## config.mk

```make
export PLATFORM = sky130hd
export DESIGN_NAME = pipeline_hazard_ctrl_flat
export DESIGN_NICKNAME = d
export VERILOG_FILES = /design/src/rtl/pipeline_hazard_ctrl_pkg.sv /design/src/rtl/pipeline_hazard_ctrl_if.sv /design/src/rtl/pipeline_hazard_ctrl_forward_unit.sv /design/src/rtl/pipeline_hazard_ctrl.sv /design/src/flat_wrapper.sv
export SDC_FILE = /design/constraint.sdc
export NUM_CORES = 1
export LEC_CHECK = 0
export BUFFER_PORTS_ARGS = -buffer_cell sky130_fd_sc_hd__buf_4
export CORE_MARGIN = 10
export CORE_UTILIZATION = 50
export DETAILED_ROUTE_END_ITERATION = 12
export PLACE_DENSITY_LB_ADDON = 0.05
export SYNTH_ARGS = -nofsm -noshare
export SYNTH_HDL_FRONTEND = slang
export SYNTH_HIERARCHICAL = 1
export SYNTH_SLANG_ARGS = --single-unit
```

## constraint.sdc

```tcl
create_clock -name clk -period 8.5 [get_ports clk]
set_input_delay 2.55 -clock clk [delete_from_list [all_inputs] [get_ports clk]]
set_output_delay 2.55 -clock clk [all_outputs]
set_load 0.02 [all_outputs]
```

## src/rtl/pipeline_hazard_ctrl_pkg.sv

```systemverilog
// Shared types and constants for the F/D/E/M/W hazard controller.
package pipe_ctrl_pkg;

  // Controller sequencing states.
  typedef enum logic [1:0] {
    RUN     = 2'b00,
    MEMWAIT = 2'b01,
    BRFLUSH = 2'b10
  } state_t;

  // Execute-stage operand source selects.
  localparam logic [1:0] FWD_RF = 2'b00;
  localparam logic [1:0] FWD_W  = 2'b01;
  localparam logic [1:0] FWD_M  = 2'b10;

  // Default register-address width (matches the WA3 field).
  localparam int RA_W_DEF = 4;

  // Width of the branch flush down-counter; FLUSH_CYC is at most 7.
  localparam int FCNT_W = 3;

endpackage

```

## src/rtl/pipeline_hazard_ctrl_if.sv

```systemverilog
// Bundle of pipeline-side hazard inputs and controller outputs.
// master = pipeline/datapath side, slave = hazard controller.
interface pipeline_hazard_ctrl_if
  import pipe_ctrl_pkg::*;
#(
  parameter int RA_W  = RA_W_DEF,
  parameter int CNT_W = 16
);

  logic [RA_W-1:0]  RA1D, RA2D;
  logic             UsesRA1D, UsesRA2D;
  logic [RA_W-1:0]  RA1E, RA2E;
  logic [RA_W-1:0]  WA3E, WA3M, WA3W;
  logic             RegWriteE, RegWriteM, RegWriteW;
  logic             MemtoRegE;
  logic             PCSrcE;
  logic             MemReqM, MemAckM;

  logic [1:0]       ForwardAE, ForwardBE;
  logic             loadF, loadD, loadE, loadM, loadW;
  logic             flushD, flushE;
  logic [CNT_W-1:0] stall_count;

  modport master (
    output RA1D, RA2D, UsesRA1D, UsesRA2D, RA1E, RA2E,
           WA3E, WA3M, WA3W, RegWriteE, RegWriteM, RegWriteW,
           MemtoRegE, PCSrcE, MemReqM, MemAckM,
    input  ForwardAE, ForwardBE, loadF, loadD, loadE, loadM, loadW,
           flushD, flushE, stall_count
  );

  modport slave (
    input  RA1D, RA2D, UsesRA1D, UsesRA2D, RA1E, RA2E,
           WA3E, WA3M, WA3W, RegWriteE, RegWriteM, RegWriteW,
           MemtoRegE, PCSrcE, MemReqM, MemAckM,
    output ForwardAE, ForwardBE, loadF, loadD, loadE, loadM, loadW,
           flushD, flushE, stall_count
  );

endinterface

```

## src/rtl/pipeline_hazard_ctrl_forward_unit.sv

```systemverilog
// Operand forwarding compare for one execute-stage source register.
// The M-stage ALU result is newer than the W result, so it wins.
module forward_unit
  import pipe_ctrl_pkg::*;
#(
  parameter int RA_W = RA_W_DEF
) (
  input  logic [RA_W-1:0] ra_e,
  input  logic [RA_W-1:0] wa_m,
  input  logic [RA_W-1:0] wa_w,
  input  logic            reg_write_m,
  input  logic            reg_write_w,
  output logic [1:0]      fwd
);

  // Priority select: M result, then W result, else register file.
  always_comb begin
    fwd = FWD_RF;
    if (reg_write_m && (wa_m == ra_e)) begin
      fwd = FWD_M;
    end else if (reg_write_w && (wa_w == ra_e)) begin
      fwd = FWD_W;
    end
  end

endmodule

```

## src/rtl/pipeline_hazard_ctrl.sv

```systemverilog
// Hazard and sequencing controller for the F/D/E/M/W filter pipeline.
// Owns every stage load/flush plus the execute-stage forwarding selects.
module pipeline_hazard_ctrl
  import pipe_ctrl_pkg::*;
#(
  parameter int RA_W      = RA_W_DEF,
  parameter int FLUSH_CYC = 2,
  parameter int CNT_W     = 16
) (
  input  logic                  clk,
  input  logic                  reset,
  pipeline_hazard_ctrl_if.slave hz
);

  localparam logic [FCNT_W-1:0] FLUSH_RELOAD = FCNT_W'(FLUSH_CYC - 1);

  // Reset release synchroniser; run_ok rises on the second edge after release.
  logic [1:0] rst_sync_reg;
  logic       run_ok;

  // Two-flop deassert chain: assert asynchronously, release synchronously.
  always_ff @(posedge clk or negedge reset) begin
    if (!reset) begin
      rst_sync_reg <= 2'b00;
    end else begin
      rst_sync_reg <= {rst_sync_reg[0], 1'b1};
    end
  end

  assign run_ok = rst_sync_reg[1];

  // Forwarding: one compare unit per execute operand (A, B).
  logic [1:0][RA_W-1:0] ra_e;
  logic [1:0][1:0]      fwd_raw;

  assign ra_e[0] = hz.RA1E;
  assign ra_e[1] = hz.RA2E;

  for (genvar gi = 0; gi < 2; gi++) begin : g_fwd
    forward_unit #(
      .RA_W (RA_W)
    ) u_fwd (
      .ra_e        (ra_e[gi]),
      .wa_m        (hz.WA3M),
      .wa_w        (hz.WA3W),
      .reg_write_m (hz.RegWriteM),
      .reg_write_w (hz.RegWriteW),
      .fwd         (fwd_raw[gi])
    );
  end

  assign hz.ForwardAE = run_ok ? fwd_raw[0] : FWD_RF;
  assign hz.ForwardBE = run_ok ? fwd_raw[1] : FWD_RF;

  // Hazard conditions seen this cycle.
  logic load_use;
  logic mem_block;

  assign load_use = hz.MemtoRegE & hz.RegWriteE &
                    ((hz.UsesRA1D & (hz.RA1D == hz.WA3E)) |
                     (hz.UsesRA2D & (hz.RA2D == hz.WA3E)));
  assign mem_block = hz.MemReqM & ~hz.MemAckM;

  // Sequencing state. A non-zero count while in MEMWAIT means the freeze
  // interrupted a branch flush that must resume once the ack arrives.
  state_t              state_reg, state_next;
  logic [FCNT_W-1:0]   cnt_reg, cnt_next;
  logic                load_f, load_d, load_e, load_m, load_w;
  logic                flush_d, flush_e;
  logic                do_run, do_br;

  // Next-state and stage-control decode; memory wait > branch > load-use.
  always_comb begin
    state_next = state_reg;
    cnt_next   = cnt_reg;
    load_f     = 1'b0;
    load_d     = 1'b0;
    load_e     = 1'b0;
    load_m     = 1'b0;
    load_w     = 1'b0;
    flush_d    = 1'b0;
    flush_e    = 1'b0;
    do_run     = 1'b0;
    do_br      = 1'b0;

    unique case (state_reg)
      RUN: begin
        if (mem_block) state_next = MEMWAIT;
        else           do_run     = 1'b1;
      end
      MEMWAIT: begin
        // Frozen until the ack; the ack cycle itself proceeds normally.
        if (hz.MemAckM) begin
          if (cnt_reg != '0) do_br  = 1'b1;
          else               do_run = 1'b1;
        end
      end
      BRFLUSH: begin
        if (mem_block) state_next = MEMWAIT;
        else           do_br      = 1'b1;
      end
      default: begin
        state_next = RUN;
        cnt_next   = '0;
      end
    endcase

    if (do_run) begin
      state_next = RUN;
      cnt_next   = '0;
      load_f     = 1'b1;
      load_d     = 1'b1;
      load_e     = 1'b1;
      load_m     = 1'b1;
      load_w     = 1'b1;
      if (hz.PCSrcE) begin
        flush_d = 1'b1;
        flush_e = 1'b1;
        if (FLUSH_CYC > 1) begin
          state_next = BRFLUSH;
          cnt_next   = FLUSH_RELOAD;
        end
      end else if (load_use) begin
        // Hold F and D one cycle and send a bubble into E.
        load_f  = 1'b0;
        load_d  = 1'b0;
        flush_e = 1'b1;
      end
    end

    if (do_br) begin
      load_f  = 1'b1;
      load_d  = 1'b1;
      load_e  = 1'b1;
      load_m  = 1'b1;
      load_w  = 1'b1;
      flush_d = 1'b1;
      if (hz.PCSrcE) begin
        flush_e    = 1'b1;
        state_next = BRFLUSH;
        cnt_next   = FLUSH_RELOAD;
      end else if (cnt_reg <= FCNT_W'(1)) begin
        state_next = RUN;
        cnt_next   = '0;
      end else begin
        state_next = BRFLUSH;
        cnt_next   = cnt_reg - FCNT_W'(1);
      end
    end
  end

  // State and flush counter; held at RUN until the synchroniser releases.
  always_ff @(posedge clk or negedge reset) begin
    if (!reset) begin
      state_reg <= RUN;
      cnt_reg   <= '0;
    end else if (!run_ok) begin
      state_reg <= RUN;
      cnt_reg   <= '0;
    end else begin
      state_reg <= state_next;
      cnt_reg   <= cnt_next;
    end
  end

  assign hz.loadF  = run_ok & load_f;
  assign hz.loadD  = run_ok & load_d;
  assign hz.loadE  = run_ok & load_e;
  assign hz.loadM  = run_ok & load_m;
  assign hz.loadW  = run_ok & load_w;
  assign hz.flushD = ~run_ok | flush_d;
  assign hz.flushE = ~run_ok | flush_e;

  // Saturating count of fetch-stall cycles, not counted while in reset.
  logic [CNT_W-1:0] stall_count_reg;

  // Count stalled cycles; stick at all-ones rather than wrapping.
  always_ff @(posedge clk or negedge reset) begin
    if (!reset) begin
      stall_count_reg <= '0;
    end else if (run_ok && !load_f && (stall_count_reg != {CNT_W{1'b1}})) begin
      stall_count_reg <= stall_count_reg + 1'b1;
    end
  end

  assign hz.stall_count = stall_count_reg;

endmodule

```

## src/flat_wrapper.sv

```systemverilog
// flat-port wrapper written by rule: the top's interface ports become plain ports
module pipeline_hazard_ctrl_flat import pipe_ctrl_pkg::*;
#(
  parameter int RA_W      = RA_W_DEF,
  parameter int FLUSH_CYC = 2,
  parameter int CNT_W     = 16
)
  (clk, reset, hz_RA1D, hz_RA2D, hz_UsesRA1D, hz_UsesRA2D, hz_RA1E, hz_RA2E, hz_WA3E, hz_WA3M, hz_WA3W, hz_RegWriteE, hz_RegWriteM, hz_RegWriteW, hz_MemtoRegE, hz_PCSrcE, hz_MemReqM, hz_MemAckM, hz_ForwardAE, hz_ForwardBE, hz_loadF, hz_loadD, hz_loadE, hz_loadM, hz_loadW, hz_flushD, hz_flushE, hz_stall_count);
  pipeline_hazard_ctrl_if #(.RA_W(RA_W), .CNT_W(CNT_W)) hz_i ();
  input  logic clk;
  input  logic reset;
  input wire logic [$bits(hz_i.RA1D)-1:0] hz_RA1D;
  input wire logic [$bits(hz_i.RA2D)-1:0] hz_RA2D;
  input wire logic [$bits(hz_i.UsesRA1D)-1:0] hz_UsesRA1D;
  input wire logic [$bits(hz_i.UsesRA2D)-1:0] hz_UsesRA2D;
  input wire logic [$bits(hz_i.RA1E)-1:0] hz_RA1E;
  input wire logic [$bits(hz_i.RA2E)-1:0] hz_RA2E;
  input wire logic [$bits(hz_i.WA3E)-1:0] hz_WA3E;
  input wire logic [$bits(hz_i.WA3M)-1:0] hz_WA3M;
  input wire logic [$bits(hz_i.WA3W)-1:0] hz_WA3W;
  input wire logic [$bits(hz_i.RegWriteE)-1:0] hz_RegWriteE;
  input wire logic [$bits(hz_i.RegWriteM)-1:0] hz_RegWriteM;
  input wire logic [$bits(hz_i.RegWriteW)-1:0] hz_RegWriteW;
  input wire logic [$bits(hz_i.MemtoRegE)-1:0] hz_MemtoRegE;
  input wire logic [$bits(hz_i.PCSrcE)-1:0] hz_PCSrcE;
  input wire logic [$bits(hz_i.MemReqM)-1:0] hz_MemReqM;
  input wire logic [$bits(hz_i.MemAckM)-1:0] hz_MemAckM;
  output wire logic [$bits(hz_i.ForwardAE)-1:0] hz_ForwardAE;
  output wire logic [$bits(hz_i.ForwardBE)-1:0] hz_ForwardBE;
  output wire logic [$bits(hz_i.loadF)-1:0] hz_loadF;
  output wire logic [$bits(hz_i.loadD)-1:0] hz_loadD;
  output wire logic [$bits(hz_i.loadE)-1:0] hz_loadE;
  output wire logic [$bits(hz_i.loadM)-1:0] hz_loadM;
  output wire logic [$bits(hz_i.loadW)-1:0] hz_loadW;
  output wire logic [$bits(hz_i.flushD)-1:0] hz_flushD;
  output wire logic [$bits(hz_i.flushE)-1:0] hz_flushE;
  output wire logic [$bits(hz_i.stall_count)-1:0] hz_stall_count;
  assign hz_i.RA1D = hz_RA1D;
  assign hz_i.RA2D = hz_RA2D;
  assign hz_i.UsesRA1D = hz_UsesRA1D;
  assign hz_i.UsesRA2D = hz_UsesRA2D;
  assign hz_i.RA1E = hz_RA1E;
  assign hz_i.RA2E = hz_RA2E;
  assign hz_i.WA3E = hz_WA3E;
  assign hz_i.WA3M = hz_WA3M;
  assign hz_i.WA3W = hz_WA3W;
  assign hz_i.RegWriteE = hz_RegWriteE;
  assign hz_i.RegWriteM = hz_RegWriteM;
  assign hz_i.RegWriteW = hz_RegWriteW;
  assign hz_i.MemtoRegE = hz_MemtoRegE;
  assign hz_i.PCSrcE = hz_PCSrcE;
  assign hz_i.MemReqM = hz_MemReqM;
  assign hz_i.MemAckM = hz_MemAckM;
  assign hz_ForwardAE = hz_i.ForwardAE;
  assign hz_ForwardBE = hz_i.ForwardBE;
  assign hz_loadF = hz_i.loadF;
  assign hz_loadD = hz_i.loadD;
  assign hz_loadE = hz_i.loadE;
  assign hz_loadM = hz_i.loadM;
  assign hz_loadW = hz_i.loadW;
  assign hz_flushD = hz_i.flushD;
  assign hz_flushE = hz_i.flushE;
  assign hz_stall_count = hz_i.stall_count;
  pipeline_hazard_ctrl #(.RA_W(RA_W), .FLUSH_CYC(FLUSH_CYC), .CNT_W(CNT_W)) u_core (.clk(clk), .reset(reset), .hz(hz_i));
endmodule
```

# Word level (Yosys, flattened, before mapping)

Cells that the tools add are included.

Logic and storage cells: 85
Bits in writable memories: 0
Memories kept: 0
Input port bits: 39
Flip-flop bits (word level): 23
Memory bits (read-only): 0
Output and inout port bits: 27
Latch bits: 0

Add/sub/neg operators: 2
Magnitude comparators: 1
Bitwise logic cells: 12
$mul: 0
Muxes and demuxes: 42
Div/mod/pow operators: 0
Eq/ne operators: 12
Shift-type cells: 0
Reduce and logical (&&, ||, !) cells: 12

Operator list:

| cell                                                                   | count |
|---|---|
| 4-bit equality test                                                    | 6 |
| 1-bit two-way mux                                                      | 22 |
| 2-bit two-way mux                                                      | 11 |
| 3-bit two-way mux                                                      | 6 |
| 16-bit by 1-bit adder with 16-bit output (second input constant)       | 1 |
| 16-bit inequality test (second input constant)                         | 1 |
| 4-bit inequality test (second input constant)                          | 2 |
| 1-bit bitwise AND                                                      | 7 |
| 1-bit logical AND                                                      | 6 |
| 5-bit inequality test (second input constant)                          | 1 |
| 1-bit one-hot mux with 2 select lines                                  | 2 |
| 2-bit one-hot mux with 2 select lines                                  | 1 |
| 3-bit by 1-bit <= comparator with 1-bit output (second input constant) | 1 |
| 1-bit bitwise OR                                                       | 3 |
| 3-bit nonzero test                                                     | 1 |
| 3-bit OR reduction                                                     | 1 |
| 3-bit by 1-bit subtractor with 3-bit output (second input constant)    | 1 |
| 2-bit by 1-bit equality test with 1-bit output (second input constant) | 1 |
| 2-bit equality test (second input constant)                            | 1 |
| 2-bit logical NOT                                                      | 1 |
| 1-bit NOT                                                              | 2 |
| 2-bit AND reduction                                                    | 1 |
| 2-bit OR reduction                                                     | 1 |
| 1-bit logical NOT                                                      | 1 |

# Depth between registers and ports, before layout

Gate-level depths: netlist (run 1).

Depth after elaboration: 11
Mapped depth: 9
Depth with buffers taken out: 8

# Cells and area by module

Netlist (run 1), hierarchy kept.

Modules (own cells, without submodules):

| module               | cells an instance | instances | seq. area each (sq um) | area an instance (sq um) |
|---|---|---|---|---|
| pipeline_hazard_ctrl | 155               | 1         | 575.6                  | 1527.7 |
| forward_unit         | 16                | 2         | 0.0                    | 113.9 |

# Worst setup path before layout (run 1)

Ideal clock, no wire load.

Kind: input port to output port
Start point: input port hz_RA1D[3]
End point: output port hz_loadF
Data required time: 5.950 ns
Cell stages on the path: 6
Setup slack: 2.096 ns
Data arrival time: 3.854 ns
Path buffers: 1
Cells stage by stage: xor2_1 -> or4_4 -> o31a_1 -> o21bai_1 -> a21oi_1 -> buf_4

Cells in the longest elaborated chain, start to end: 9

Ends and longest elaborated chain:

| what                           | RTL line                   | RTL |
|---|---|---|
| start, declared                | flat_wrapper.sv:12         | `input wire logic [$bits(hz_i.RA1D)-1:0] hz_RA1D;` |
| 4-bit equality test            | pipeline_hazard_ctrl.sv:60 | `((hz.UsesRA1D & (hz.RA1D == hz.WA3E)) \|` |
| 1-bit bitwise AND              | pipeline_hazard_ctrl.sv:60 |  |
| 1-bit bitwise OR               | pipeline_hazard_ctrl.sv:60 |  |
| 1-bit bitwise AND              | pipeline_hazard_ctrl.sv:59 | `assign load_use = hz.MemtoRegE & hz.RegWriteE &` |
| 1-bit two-way mux (4 in a row) | -                          |  |
| 1-bit bitwise AND              | -                          |  |
| end, declared                  | flat_wrapper.sv:30         | `output wire logic [$bits(hz_i.loadF)-1:0] hz_loadF;` |

Every way passes these cells.

# Worst setup path in the final report (run 1)

Start point: input port hz_RA1D[3]
End point: output port hz_loadF

Cells in the longest elaborated chain, start to end: 9

Ends and longest elaborated chain:

| what                | RTL line                    | RTL |
|---|---|---|
| 4-bit equality test | pipeline_hazard_ctrl.sv:60  |  |
| 1-bit bitwise AND   | pipeline_hazard_ctrl.sv:60  |  |
| 1-bit bitwise OR    | pipeline_hazard_ctrl.sv:60  |  |
| 1-bit bitwise AND   | pipeline_hazard_ctrl.sv:59  |  |
| 1-bit two-way mux   | pipeline_hazard_ctrl.sv:123 | `end else if (load_use) begin` |
| 1-bit two-way mux   | pipeline_hazard_ctrl.sv:116 | `if (hz.PCSrcE) begin` |
| 1-bit two-way mux   | pipeline_hazard_ctrl.sv:108 | `if (do_run) begin` |
| 1-bit two-way mux   | pipeline_hazard_ctrl.sv:131 | `if (do_br) begin` |
| 1-bit bitwise AND   | pipeline_hazard_ctrl.sv:166 | `assign hz.loadF = run_ok & load_f;` |

Every way passes these cells.

==> impl_metrics.prom, run 1 <==
# TYPE chip_impl_metric gauge
chip_impl_metric{name="dr_wl_met2",unit="um"} 2120
chip_impl_info{name="yosys_most_used_dff",value="sky130_fd_sc_hd__dfrtp_1"} 1
chip_impl_metric{name="tns",unit="ns"} 0
chip_impl_info{name="critical_path.endpoint_type",value="output port"} 1
chip_impl_metric{name="initial_utilization",unit="%"} 52.2
chip_impl_metric{name="peakVddDrop",unit="mV"} 0.104
chip_impl_metric{name="fin_crit_sh",unit="%"} 75.9
chip_impl_metric{name="syn_nets",unit=""} 234
chip_impl_metric{name="design_area",unit="um^2"} 2290
chip_impl_metric{name="max_clock_freq",unit="MHz"} 155
chip_impl_metric{name="skew",unit="ns"} 0.00132
chip_impl_metric{name="min_tclk_post_route",unit="ns"} 6.45
chip_impl_metric{name="nets",unit=""} 299
chip_impl_metric{name="detail_route.wirelength",unit="um"} 4340
chip_impl_metric{name="worstMarginPinSlew",unit="ns"} 0.737
chip_impl_metric{name="clock_tree.htree_level_count",unit=""} 1
chip_impl_metric{name="static_leakage",unit="nW"} 1.08
chip_impl_metric{name="global_router_s_overall_resource_usage",unit="%"} 14.2
chip_impl_metric{name="top_area_cell_type_share_of_the_netlist_area",unit="%"} 32.8
chip_impl_metric{name="max_capacitance_violation_count",unit=""} 0
chip_impl_metric{name="reg2regPathDepth",unit=""} 8
chip_impl_metric{name="critical_path.max_fanout",unit=""} 2
chip_impl_metric{name="gp_congestion",unit=""} 0.833
chip_impl_metric{name="grt_antenna_before_repair",unit=""} 0
chip_impl_info{name="cts_root_buffer",value="sky130_fd_sc_hd__clkbuf_4"} 1
chip_impl_metric{name="post_drt_via_cell_ratio",unit=""} 5.22
chip_impl_metric{name="power-per-cell-area",unit="nW/um^2"} 143
chip_impl_metric{name="portBuffers",unit=""} 65
chip_impl_metric{name="synthesis.area_per_instance",unit="um^2"} 9.39
chip_impl_metric{name="regToRegSetupSlack",unit="ns"} 6.30
chip_impl_metric{name="design.core.area",unit="um^2"} 3360
chip_impl_metric{name="grt_remaining_overflow",unit=""} 0
chip_impl_metric{name="grt_max_degree",unit=""} 24
chip_impl_info{name="min_to",value="u_core/rst_sync_reg[1]"} 1
chip_impl_metric{name="firstDrtPassIters",unit=""} 4
chip_impl_metric{name="ys_seq_area_share",unit="%"} 32.8
chip_impl_metric{name="num_rows",unit=""} 21
chip_impl_info{name="status",value="completed"} 1
chip_impl_metric{name="post_cts_resized",unit=""} 0
chip_impl_metric{name="floorplan.die_area",unit="um^2"} 6280
chip_impl_metric{name="critical_path_required",unit="ns"} 5.95
chip_impl_metric{name="met1Wirelength",unit="um"} 1930
chip_impl_metric{name="die_width",unit="um"} 79.3
chip_impl_metric{name="drt_drc_violations_left",unit=""} 0
chip_impl_metric{name="insertion_delay_of_the_later_clocked_pin_in_the_worst_skew_pair",unit="ns"} 0.31
chip_impl_info{name="highest-signal-layer",value="met4"} 1
chip_impl_metric{name="cts_post_setup_buffers_inserted",unit=""} 0
chip_impl_info{name="synth_top_area_cells",value="sky130_fd_sc_hd__dfrtp_1 33%, sky130_fd_sc_hd__xnor2_1 10%, sky130_fd_sc_hd__xor2_1 6.0%"} 1
chip_impl_metric{name="post_synth_instance_area",unit="um^2"} 1760
chip_impl_info{name="holdCritPathClass",value="flip-flop to flip-flop"} 1
chip_impl_metric{name="grt_pass1_wl",unit="um"} 7460
chip_impl_metric{name="die_height",unit="um"} 79.3
chip_impl_info{name="regToRegStartpoint",value="u_core/cnt_reg[0]"} 1
chip_impl_metric{name="tritoncts_buffer_count",unit=""} 3
chip_impl_metric{name="initial_drc_count",unit=""} 77
chip_impl_metric{name="holdPathStages",unit=""} 0
chip_impl_metric{name="report.final.setup_viol",unit=""} 0
chip_impl_metric{name="ys.warnings.count",unit=""} 6
chip_impl_metric{name="routed_wire_length_per_instance",unit="um"} 14.6
chip_impl_metric{name="synth_enable_flop_cells",unit=""} 0
chip_impl_metric{name="detail-route-antenna-nets",unit=""} 0
chip_impl_metric{name="routed-via-count",unit=""} 1549
chip_impl_metric{name="ys_ff_latch",unit=""} 23
chip_impl_metric{name="syn-instance-count",unit=""} 187
chip_impl_metric{name="cts.hold.buffers_added",unit=""} 0
chip_impl_metric{name="largest_reg_flops",unit=""} 16
chip_impl_metric{name="detailroute.wirelength.met3",unit="um"} 262
chip_impl_info{name="setup_repair_after_global_routing_missed_its_margin",value="no"} 1
chip_impl_metric{name="number_of_antenna_diodes",unit=""} 0
chip_impl_metric{name="number_of_global_route_vias_before_repair",unit=""} 1602
chip_impl_metric{name="slew_viol_final",unit=""} 0
chip_impl_info{name="yosys.area.top_type",value="sky130_fd_sc_hd__dfrtp_1"} 1
chip_impl_metric{name="path_clk_slew",unit="ns"} 0.12
chip_impl_metric{name="finalHoldViolCount",unit=""} 0
chip_impl_metric{name="areaGrowthSynthToFinish",unit="%"} 30.4
chip_impl_info{name="cp-start-kind",value="input pin"} 1
chip_impl_metric{name="io_pins",unit=""} 66
chip_impl_info{name="hold_path.startpoint",value="u_core/rst_sync_reg[0]"} 1
chip_impl_metric{name="final_layout_size_suffix_gt1_share",unit="%"} 32.7
chip_impl_metric{name="postPlaceCellArea",unit="um^2"} 2260
chip_impl_metric{name="clock-sinks",unit=""} 23
chip_impl_metric{name="hold_slack",unit="ns"} 0.360
chip_impl_metric{name="filler_cell_count",unit=""} 316
chip_impl_info{name="setup.worst_path.class",value="input pin to output port"} 1
chip_impl_metric{name="synth_cell_type_count",unit=""} 46
chip_impl_metric{name="post_dp_hpwl",unit="um"} 3640
chip_impl_metric{name="cp.arrival",unit="ns"} 3.90
chip_impl_info{name="tritoncts",value="done"} 1
chip_impl_metric{name="slew-limit-headroom",unit="%"} 50.7
chip_impl_info{name="rr_endpoint",value="u_core/hz.stall_count[1]"} 1
chip_impl_metric{name="ctsLongestPathBuffers",unit=""} 2
chip_impl_metric{name="asyncSetResetFlopFracSynth",unit="%"} 100
layout make-up:
type	count	area, um^2	share of cell area, %
inverters	12	45.0	1.97
well taps	46	57.6	2.51
multi-input cells	147	1100	47.9
repair buffers	65	488	21.3
clock buffers	3	22.5	0.984
flip-flops and latches	23	576	25.1
clock inverters	1	5.00	0.219
power by group:
part / switching [mW] / internal, mW
Sequential: 0.0148 / 0.121
Combinational: 0.0775 / 0.0660
Clock: 0.0316 / 0.0176
cells in the mapped netlist, drive strengths merged, types with 3 or more instances:
| library cell | instances |
|---|---|
| a21oi | 4 |
| and2 | 5 |
| and3 | 5 |
| buf | 5 |
| dfrtp | 23 |
| ha | 8 |
| inv | 12 |
| nand2 | 13 |
| nand2b | 4 |
| nand3 | 13 |
| nand4 | 8 |
| nor2 | 9 |
| nor3 | 7 |
| nor3b | 3 |
| o21ai | 6 |
| xnor2 | 20 |
| xor2 | 12 |
cells in the final DEF (no fill, tap or decap), drive strengths merged, types with 4 or more instances in the layout:
master,Yosys,final
buf,5,65
dfrtp,23,23
xnor2,20,20
nand3,13,13
nand2,13,13
inv,12,12
xor2,12,12
nor2,9,9
nand4,8,8
ha,8,8
nor3,7,7
o21ai,6,6
and2,5,5
and3,5,5
nand2b,4,4
a21oi,4,4
logic make-up (layout without fill, tap and decap cells):
family,after synthesis,count (layout),synth area share [%]
mux,1,1,0.855
compound gates,27,27,13.7
other cells,1,1,0.214
xor+xnor,32,32,16.0
buf+inv,17,81,4.77
fa+ha+maj,8,8,5.70
simple gates,78,78,26.0
flops,23,23,32.8
per-layer routing:
layer  up-vias  track usage, %
li1        784               -
met1       720            17.4
met2        41            24.0
met3         4            3.15
met4         0            4.48
met5         -               0
worst max path at each step:
stage               cells past startpoint        from  slack (ns)  endpoint
finish                                  7  hz_RA1D[3]        2.05  hz_loadF
global route                            7  hz_RA1D[3]        1.97  hz_loadF
CTS                                     7  hz_RA1D[3]        2.05  hz_loadD
detailed placement                      7  hz_RA1D[3]        2.05  hz_loadD
global placement                        7  hz_RA1D[3]        2.06  hz_loadF
floorplan                               6  hz_RA1D[3]        2.10  hz_loadF
through the flow:
step	std cells	power (mW)	util, %	setup WS, ns
after floorplan	187	0.228	-	2.10
after global routing	297	0.353	68.1	1.97
final	297	0.328	68.1	2.05
after detailed placement	293	0.282	67.3	2.05
after CTS	297	0.332	68.1	2.05
after global placement	293	0.281	67.3	2.06
critical path, stage by stage:
cell                       delay (ns)
sky130_fd_sc_hd__buf_4           0.11
sky130_fd_sc_hd__xor2_1          0.15
sky130_fd_sc_hd__or4_4           0.56
sky130_fd_sc_hd__o31a_1          0.15
sky130_fd_sc_hd__o21bai_1        0.13
sky130_fd_sc_hd__a21oi_1         0.09
sky130_fd_sc_hd__buf_4           0.16
Note: power is estimated with default switching activity, not from simulation.
==> run 2, diff against run 1 <==
--- a/config.mk
+++ b/config.mk
@@ -5,6 +5,7 @@
 export SDC_FILE = /design/constraint.sdc
 export NUM_CORES = 1
 export LEC_CHECK = 0
+export ABC_AREA = 1
 export BUFFER_PORTS_ARGS = -buffer_cell sky130_fd_sc_hd__buf_4
 export CORE_MARGIN = 10
 export CORE_UTILIZATION = 50
==> constraint.sdc (replaced) <==
create_clock -name clk -period 6.7 [get_ports clk]
set_input_delay 2.01 -clock clk [delete_from_list [all_inputs] [get_ports clk]]
set_output_delay 2.01 -clock clk [all_outputs]
set_load 0.02 [all_outputs]
==> impl_metrics.prom, run 2 <==
# TYPE chip_impl_metric gauge
chip_impl_metric{name="grt_pass1_wl",unit="um"} 8760
chip_impl_metric{name="global_route.usage.met3",unit="%"} 3.91
chip_impl_metric{name="design_area",unit="um^2"} 2570
chip_impl_metric{name="cts_post_setup_buffers_inserted",unit=""} 0
chip_impl_info{name="yosys_most_used_dff",value="sky130_fd_sc_hd__dfrtp_1"} 1
chip_impl_info{name="layout.cells.most_common",value="sky130_fd_sc_hd__nand2_1"} 1
chip_impl_info{name="holdCritPathClass",value="flip-flop to flip-flop"} 1
chip_impl_metric{name="cts.hold.buffers_added",unit=""} 0
chip_impl_metric{name="asyncSetResetFlopFracSynth",unit="%"} 100
chip_impl_metric{name="routed_wire_length_per_instance",unit="um"} 11.8
chip_impl_metric{name="worstMarginPinSlew",unit="ns"} 0.994
chip_impl_metric{name="ys_seq_area_share",unit="%"} 28.3
chip_impl_metric{name="slew_viol_final",unit=""} 0
chip_impl_info{name="cp-start-kind",value="input pin"} 1
chip_impl_metric{name="insertion_delay_of_the_later_clocked_pin_in_the_worst_skew_pair",unit="ns"} 0.27
chip_impl_metric{name="clock-sinks",unit=""} 23
chip_impl_metric{name="synth_cell_type_count",unit=""} 32
chip_impl_metric{name="floorplan.die_area",unit="um^2"} 7010
chip_impl_metric{name="initial_utilization",unit="%"} 51.2
chip_impl_info{name="tritoncts",value="done"} 1
chip_impl_metric{name="report.final.setup_viol",unit=""} 0
chip_impl_metric{name="synth_enable_flop_cells",unit=""} 0
chip_impl_metric{name="io_pins",unit=""} 66
chip_impl_metric{name="skew",unit="ns"} 0.00562
chip_impl_info{name="critical_path.endpoint_type",value="output port"} 1
chip_impl_metric{name="finalHoldViolCount",unit=""} 0
chip_impl_metric{name="power-per-cell-area",unit="nW/um^2"} 159
chip_impl_info{name="cts_root_buffer",value="sky130_fd_sc_hd__clkbuf_8"} 1
chip_impl_metric{name="final_layout_size_suffix_gt1_share",unit="%"} 22.8
chip_impl_info{name="yosys.cell_count.top_type",value="sky130_fd_sc_hd__nand2_1"} 1
chip_impl_metric{name="grt_max_degree",unit=""} 24
chip_impl_metric{name="fin_crit_sh",unit="%"} 80.0
chip_impl_metric{name="ctsLongestPathBuffers",unit=""} 2
chip_impl_info{name="synth_top_area_cells",value="sky130_fd_sc_hd__dfrtp_1 28%, sky130_fd_sc_hd__nand2_1 20%, sky130_fd_sc_hd__inv_1 8.5%"} 1
chip_impl_metric{name="final-instance-count-excl-fill",unit=""} 423
chip_impl_metric{name="areaGrowthSynthToFinish",unit="%"} 26.4
chip_impl_info{name="status",value="completed"} 1
chip_impl_metric{name="drt_drc_violations_left",unit=""} 0
chip_impl_metric{name="ys.warnings.count",unit=""} 6
chip_impl_metric{name="path_clk_slew",unit="ns"} 0.08
chip_impl_info{name="setup.worst_path.class",value="input pin to output port"} 1
chip_impl_metric{name="firstDrtPassIters",unit=""} 4
chip_impl_info{name="synth.top_cells.by_count",value="107 x sky130_fd_sc_hd__nand2_1, 46 x sky130_fd_sc_hd__inv_1, 30 x sky130_fd_sc_hd__nor2_1"} 1
chip_impl_metric{name="number_of_global_route_vias_before_repair",unit=""} 2000
chip_impl_info{name="yosys.area.top_type",value="sky130_fd_sc_hd__dfrtp_1"} 1
chip_impl_metric{name="reg2regPathDepth",unit=""} 8
chip_impl_metric{name="num_rows",unit=""} 23
chip_impl_metric{name="grt_remaining_overflow",unit=""} 0
chip_impl_metric{name="grt_antenna_before_repair",unit=""} 0
chip_impl_metric{name="gr-usage-met1",unit="%"} 17.9
chip_impl_metric{name="static_leakage",unit="nW"} 1.45
chip_impl_info{name="critical_path.most_common_cell",value="sky130_fd_sc_hd__nand2_1"} 1
chip_impl_metric{name="post_dp_hpwl",unit="um"} 4000
chip_impl_metric{name="tritoncts_buffer_count",unit=""} 3
chip_impl_metric{name="placed_cells_incl_taps",unit=""} 419
chip_impl_metric{name="largest_reg_flops",unit=""} 16
chip_impl_metric{name="max_capacitance_violation_count",unit=""} 0
chip_impl_metric{name="clock_tree.htree_level_count",unit=""} 1
chip_impl_metric{name="die_width",unit="um"} 83.8
chip_impl_metric{name="top_area_cell_type_share_of_the_netlist_area",unit="%"} 28.3
chip_impl_info{name="setup_repair_after_global_routing_missed_its_margin",value="no"} 1
chip_impl_metric{name="final_total_power",unit="uW"} 408
chip_impl_metric{name="holdPathStages",unit=""} 0
chip_impl_metric{name="gp_congestion",unit=""} 0.818
chip_impl_metric{name="syn-instance-count",unit=""} 313
chip_impl_metric{name="design.core.area",unit="um^2"} 3970
chip_impl_metric{name="max_clock_freq",unit="MHz"} 186
chip_impl_metric{name="cp.arrival",unit="ns"} 3.35
chip_impl_info{name="final_cell_mix",value="107 x sky130_fd_sc_hd__nand2_1, 65 x sky130_fd_sc_hd__buf_4, 46 x sky130_fd_sc_hd__inv_1"} 1
chip_impl_metric{name="slew-limit-headroom",unit="%"} 33.7
chip_impl_metric{name="synthesis.area_per_instance",unit="um^2"} 6.49
chip_impl_metric{name="postPlaceCellArea",unit="um^2"} 2520
chip_impl_metric{name="portBuffers",unit=""} 65
chip_impl_metric{name="peakVddDrop",unit="mV"} 0.170
chip_impl_metric{name="finish.utilization",unit="%"} 64.7
chip_impl_metric{name="detail_route.wirelength",unit="um"} 5000
chip_impl_metric{name="tns",unit="ns"} 0
chip_impl_metric{name="post_cts_resized",unit=""} 0
chip_impl_metric{name="initial_drc_count",unit=""} 104
chip_impl_metric{name="critical_path.max_fanout",unit=""} 18
chip_impl_metric{name="syn_nets",unit=""} 360
chip_impl_metric{name="nets",unit=""} 421
chip_impl_metric{name="die_height",unit="um"} 83.8
chip_impl_metric{name="max_stage_delay",unit="ns"} 0.39
chip_impl_info{name="cp_cell_sequence",value="buf_4 -> nor2_1 -> inv_1 -> nand2_1 -> o21ai_1 -> nand2_1 -> nand2_1 -> nor2_4 -> inv_1 -> buf_4"} 1
chip_impl_info{name="globalRoute.busiestLayer",value="met2"} 1
chip_impl_metric{name="number_of_antenna_diodes",unit=""} 0
chip_impl_metric{name="post_synth_instance_area",unit="um^2"} 2030
chip_impl_metric{name="global_router_s_overall_resource_usage",unit="%"} 14.0
chip_impl_metric{name="gr-usage-met2",unit="%"} 23.1
chip_impl_metric{name="routed-via-count",unit=""} 1985
chip_impl_metric{name="ys_ff_latch",unit=""} 23
chip_impl_metric{name="critical_path_required",unit="ns"} 4.69
chip_impl_metric{name="min_tclk_post_route",unit="ns"} 5.36
chip_impl_info{name="critical_path_s_slowest_cell",value="sky130_fd_sc_hd__nor2_4"} 1
chip_impl_metric{name="post_drt_via_cell_ratio",unit=""} 4.69
chip_impl_metric{name="detail-route-antenna-nets",unit=""} 0
## run 2: cell count changes after synthesis, sizes merged, moves of 3 or more
| cell | previous run | this run |
|---|---|---|
| nand2 | 13 | 108 |
| inv | 12 | 48 |
| nor2 | 9 | 34 |
| nand4 | 8 | 17 |
| xnor2 | 20 | 11 |
| nand3 | 13 | 20 |
| o21ai | 6 | 12 |
| and2 | 5 | 0 |
| and3 | 5 | 0 |
| nor3 | 7 | 2 |
| xor2 | 12 | 7 |
| nand2b | 4 | 0 |
| buf | 5 | 8 |
## run 2: layout make-up
type | count | area, um^2
clock buffer | 3 | 41.3
clock inverter | 1 | 7.51
fill | 387 | 1400
inverter | 48 | 180
multi-input combinational | 233 | 1210
sequential | 23 | 576
tap | 50 | 62.6
timing repair buffer | 65 | 488
## run 2: through the flow
stage	setup slack [ns]	hold slack, ns
floorplan	1.28	0.331
global placement	1.40	0.335
detailed placement	1.36	0.345
CTS	1.35	0.365
global route	1.16	0.378
finish	1.34	0.362
## run 2: cells by family (layout without fill, tap and decap cells)
family | after synthesis | in the layout | synth area share (%)
and+or+nand+nor | 185 | 185 | 40.4
buffers and inverters | 57 | 117 | 12.0
DFF | 23 | 23 | 28.3
AOI/OAI and AO/OA | 21 | 21 | 6.40
xor gates and xnor gates | 18 | 18 | 7.76
adders and majority gates | 8 | 8 | 4.93
other | 1 | 1 | 0.185
## run 2: report_power, final
part / switching, mW / total [mW] / internal (mW)
Combinational: 0.0860 / 0.150 / 0.0638
Sequential: 0.0194 / 0.170 / 0.150
Clock: 0.0459 / 0.0880 / 0.0421
Total: 0.151 / 0.408 / 0.256
## run 2: layer usage
| layer | vias to the layer above | routed length [um] |
|---|---|---|
| li1 | 1090 | - |
| met1 | 846 | 2380 |
| met2 | 47 | 2300 |
| met3 | 2 | 303 |
| met4 | 0 | 14 |
| met5 | - | 0 |
## run 2: path summary, 6_finish.rpt
path	start	end	slack, ns
worst max-delay path	hz_MemAckM	hz_flushD	1.34
worst min-delay path	u_core/rst_sync_reg[0]	u_core/rst_sync_reg[1]	0.36
worst max register to register	u_core/hz.stall_count[0]	u_core/hz.stall_count[14]	4.29
worst min register to register	u_core/rst_sync_reg[0]	u_core/rst_sync_reg[1]	0.36
max in group asynchronous	reset	u_core/hz.stall_count[10]	4.86
min in group asynchronous	reset	u_core/hz.stall_count[7]	1.61
## run 2: critical path: cells and delay by family
| family | cells | cell delay (ns) |
|---|---|---|
| buffers and inverters | 4 | 0.44 |
| AO/OA/AOI/OAI | 1 | 0.06 |
| AND/OR/NAND/NOR | 5 | 0.85 |
==> run 3, diff against run 2 <==
--- a/config.mk
+++ b/config.mk
@@ -5,10 +5,10 @@
 export SDC_FILE = /design/constraint.sdc
 export NUM_CORES = 1
 export LEC_CHECK = 0
-export ABC_AREA = 1
+export ABC_AREA = 0
 export BUFFER_PORTS_ARGS = -buffer_cell sky130_fd_sc_hd__buf_4
 export CORE_MARGIN = 10
-export CORE_UTILIZATION = 50
+export CORE_UTILIZATION = 45
 export DETAILED_ROUTE_END_ITERATION = 12
 export PLACE_DENSITY_LB_ADDON = 0.05
 export SYNTH_ARGS = -nofsm -noshare
==> constraint.sdc (replaced) <==
create_clock -name clk -period 4.92 [get_ports clk]
set_input_delay 1.476 -clock clk [delete_from_list [all_inputs] [get_ports clk]]
set_output_delay 1.476 -clock clk [all_outputs]
set_load 0.02 [all_outputs]
==> impl_metrics.prom, run 3 (synthesis gave the netlist of run 1 again) <==
# TYPE chip_impl_metric gauge
chip_impl_info{name="status",value="completed"} 1
chip_impl_metric{name="seqPwrFrac",unit="%"} 39.5
chip_impl_metric{name="regToRegSetupSlack",unit="ns"} 2.76
chip_impl_info{name="min_to",value="u_core/rst_sync_reg[1]"} 1
chip_impl_metric{name="die_width",unit="um"} 82.5
chip_impl_metric{name="finish.utilization",unit="%"} 62.2
chip_impl_metric{name="filler_cell_count",unit=""} 341
chip_impl_info{name="regToRegStartpoint",value="u_core/cnt_reg[0]"} 1
chip_impl_metric{name="post_dp_hpwl",unit="um"} 3640
chip_impl_metric{name="areaGrowthSynthToFinish",unit="%"} 31.6
chip_impl_metric{name="max_capacitance_violation_count",unit=""} 0
chip_impl_metric{name="grt_pass1_wl",unit="um"} 7070
chip_impl_info{name="critical_path_s_slowest_cell",value="sky130_fd_sc_hd__or4_4"} 1
chip_impl_metric{name="report.final.setup_viol",unit=""} 0
chip_impl_metric{name="number_of_global_route_vias_before_repair",unit=""} 1539
chip_impl_info{name="critical_path.most_common_cell",value="sky130_fd_sc_hd__buf_4"} 1
chip_impl_metric{name="slew-limit-headroom",unit="%"} 52.1
chip_impl_metric{name="routed-via-count",unit=""} 1545
chip_impl_metric{name="grt_max_degree",unit=""} 24
chip_impl_metric{name="cellInternalPower",unit="uW"} 379
chip_impl_metric{name="final_total_power",unit="uW"} 597
chip_impl_info{name="final_cell_mix",value="65 x sky130_fd_sc_hd__buf_4, 23 x sky130_fd_sc_hd__dfrtp_1, 20 x sky130_fd_sc_hd__xnor2_1"} 1
chip_impl_info{name="layout.cells.most_common",value="sky130_fd_sc_hd__buf_4"} 1
chip_impl_metric{name="portBuffers",unit=""} 65
chip_impl_metric{name="detail-route-antenna-nets",unit=""} 0
chip_impl_metric{name="final-instance-count-excl-fill",unit=""} 299
chip_impl_metric{name="global_router_s_overall_resource_usage",unit="%"} 13.0
chip_impl_metric{name="power.switching",unit="uW"} 218
chip_impl_metric{name="combinational_fraction_of_design_power",unit="%"} 41.3
chip_impl_metric{name="fin_crit_sh",unit="%"} 87.7
chip_impl_metric{name="final_layout_size_suffix_gt1_share",unit="%"} 32.7
chip_impl_metric{name="tns",unit="ns"} 0
chip_impl_metric{name="swShare",unit="%"} 36.5
chip_impl_metric{name="min_tclk_post_route",unit="ns"} 4.32
chip_impl_metric{name="firstDrtPassIters",unit=""} 4
chip_impl_metric{name="holdPathStages",unit=""} 0
chip_impl_metric{name="die_height",unit="um"} 82.5
chip_impl_metric{name="largest_reg_flops",unit=""} 16
chip_impl_info{name="setup.worst_path.class",value="input pin to output port"} 1
chip_impl_metric{name="nets",unit=""} 299
chip_impl_metric{name="post_drt_via_cell_ratio",unit=""} 5.17
chip_impl_metric{name="io_pins",unit=""} 66
chip_impl_info{name="tritoncts",value="done"} 1
chip_impl_metric{name="floorplan.die_area",unit="um^2"} 6800
chip_impl_metric{name="grt_antenna_before_repair",unit=""} 0
chip_impl_metric{name="max_stage_delay",unit="ns"} 0.44
chip_impl_metric{name="finalHoldViolCount",unit=""} 0
chip_impl_metric{name="detail_route.wirelength",unit="um"} 4290
chip_impl_metric{name="skew",unit="ns"} 0.00160
chip_impl_metric{name="power-per-cell-area",unit="nW/um^2"} 258
chip_impl_metric{name="cts_post_setup_buffers_inserted",unit=""} 0
chip_impl_metric{name="clock-sinks",unit=""} 23
chip_impl_metric{name="num_rows",unit=""} 22
chip_impl_metric{name="post_cts_resized",unit=""} 0
chip_impl_metric{name="placed_cells_incl_taps",unit=""} 295
chip_impl_info{name="cp-start-kind",value="input pin"} 1
chip_impl_metric{name="static_leakage",unit="nW"} 1.09
chip_impl_metric{name="cts.hold.buffers_added",unit=""} 0
chip_impl_info{name="critical_path.endpoint_type",value="output port"} 1
chip_impl_info{name="rr_endpoint",value="u_core/hz.stall_count[15]"} 1
chip_impl_metric{name="insertion_delay_of_the_later_clocked_pin_in_the_worst_skew_pair",unit="ns"} 0.26
chip_impl_metric{name="worstMarginPinSlew",unit="ns"} 0.717
chip_impl_info{name="critical-path-top-delay-family",value="simple AND/OR/NAND/NOR gates"} 1
chip_impl_metric{name="cp.arrival",unit="ns"} 2.84
chip_impl_metric{name="ctsLongestPathBuffers",unit=""} 2
chip_impl_info{name="cp_cell_sequence",value="buf_4 -> xnor2_1 -> nand4_1 -> or4_4 -> o31a_1 -> o21bai_1 -> a21oi_1 -> buf_4"} 1
chip_impl_metric{name="grt_remaining_overflow",unit=""} 0
chip_impl_info{name="hold_path.startpoint",value="u_core/rst_sync_reg[0]"} 1
chip_impl_info{name="cts_root_buffer",value="sky130_fd_sc_hd__clkbuf_8"} 1
chip_impl_metric{name="initial_utilization",unit="%"} 47.2
chip_impl_metric{name="drt_drc_violations_left",unit=""} 0
chip_impl_metric{name="number_of_antenna_diodes",unit=""} 0
chip_impl_info{name="setup_repair_after_global_routing_missed_its_margin",value="no"} 1
chip_impl_metric{name="routed_wire_length_per_instance",unit="um"} 14.4
chip_impl_metric{name="clock_tree.htree_level_count",unit=""} 1
chip_impl_metric{name="path_clk_slew",unit="ns"} 0.08
chip_impl_metric{name="max_clock_freq",unit="MHz"} 232
chip_impl_metric{name="design.core.area",unit="um^2"} 3720
chip_impl_info{name="holdCritPathClass",value="flip-flop to flip-flop"} 1
chip_impl_metric{name="power.share.clock",unit="%"} 19.2
chip_impl_metric{name="slew_viol_final",unit=""} 0
chip_impl_metric{name="cp.buffers_inverters",unit=""} 2
chip_impl_metric{name="reg2regPathDepth",unit=""} 8
chip_impl_metric{name="tritoncts_buffer_count",unit=""} 3
chip_impl_metric{name="critical_path.max_fanout",unit=""} 2
chip_impl_metric{name="critical_path_required",unit="ns"} 3.44
chip_impl_metric{name="gp_congestion",unit=""} 0.777
chip_impl_metric{name="peakVddDrop",unit="mV"} 0.201
chip_impl_metric{name="initial_drc_count",unit=""} 81
-- run 3: cell count changes in the layout (fill, tap and decap cells not counted), sizes merged, moves of 4 or more --
cell	change
and2	+5
and3	+5
inv	-36
nand2	-95
nand2b	+4
nand3	-7
nand4	-9
nor2	-25
nor3	+5
o21ai	-6
xnor2	+9
xor2	+5
-- run 3: routing by layer --
layer  share of wire, %  GRT usage (%)  up-vias
met4               0.40           3.57        0
met1                 40           15.2      721
met5                  0              0        -
li1                   -              -      788
met2                 53           23.1       34
met3                6.4           2.92        2
-- run 3: power by group through the flow --
stage | Clock, mW | Combinational (mW) | Sequential [mW]
3_3_place_gp | 0 | 0.247 | 0.239
5_1_grt | 0.130 | 0.274 | 0.241
2_1_floorplan | 0 | 0.143 | 0.251
4_1_cts | 0.121 | 0.250 | 0.236
6_report | 0.115 | 0.246 | 0.236
3_5_place_dp | 0 | 0.249 | 0.240
-- run 3: cell type report --
class	instances	area (um^2)	area share (%)
Tap cell	48	60.1	2.60
Sequential cell	23	576	24.9
Clock inverter	1	5.00	0.217
Timing Repair Buffer	65	488	21.1
Multi-Input combinational cell	147	1100	47.4
Inverter	12	45.0	1.95
Clock buffer	3	41.3	1.79
-- run 3: how the worst max path moves through the flow --
stage,start,endpoint,slack (ns),cells past startpoint
2_1_floorplan,hz_RA1D[3],hz_loadF,0.66,6
3_3_place_gp,hz_RA1D[3],hz_loadF,0.62,7
3_5_place_dp,hz_RA1D[0],hz_loadF,0.60,8
4_1_cts,hz_RA1D[0],hz_loadF,0.59,8
5_1_grt,hz_RA1D[0],hz_loadD,0.48,8
6_report,hz_RA1D[0],hz_loadF,0.60,8
-- run 3: per-stage QoR --
| stage | area, um^2 | setup WS (ns) | hold WS (ns) |
|---|---|---|---|
| 2_1_floorplan | 1760 | 0.664 | 0.331 |
| 3_3_place_gp | 2260 | 0.623 | 0.333 |
| 3_5_place_dp | 2260 | 0.599 | 0.339 |
| 4_1_cts | 2310 | 0.592 | 0.361 |
| 5_1_grt | 2310 | 0.484 | 0.366 |
| 6_report | 2310 | 0.604 | 0.355 |
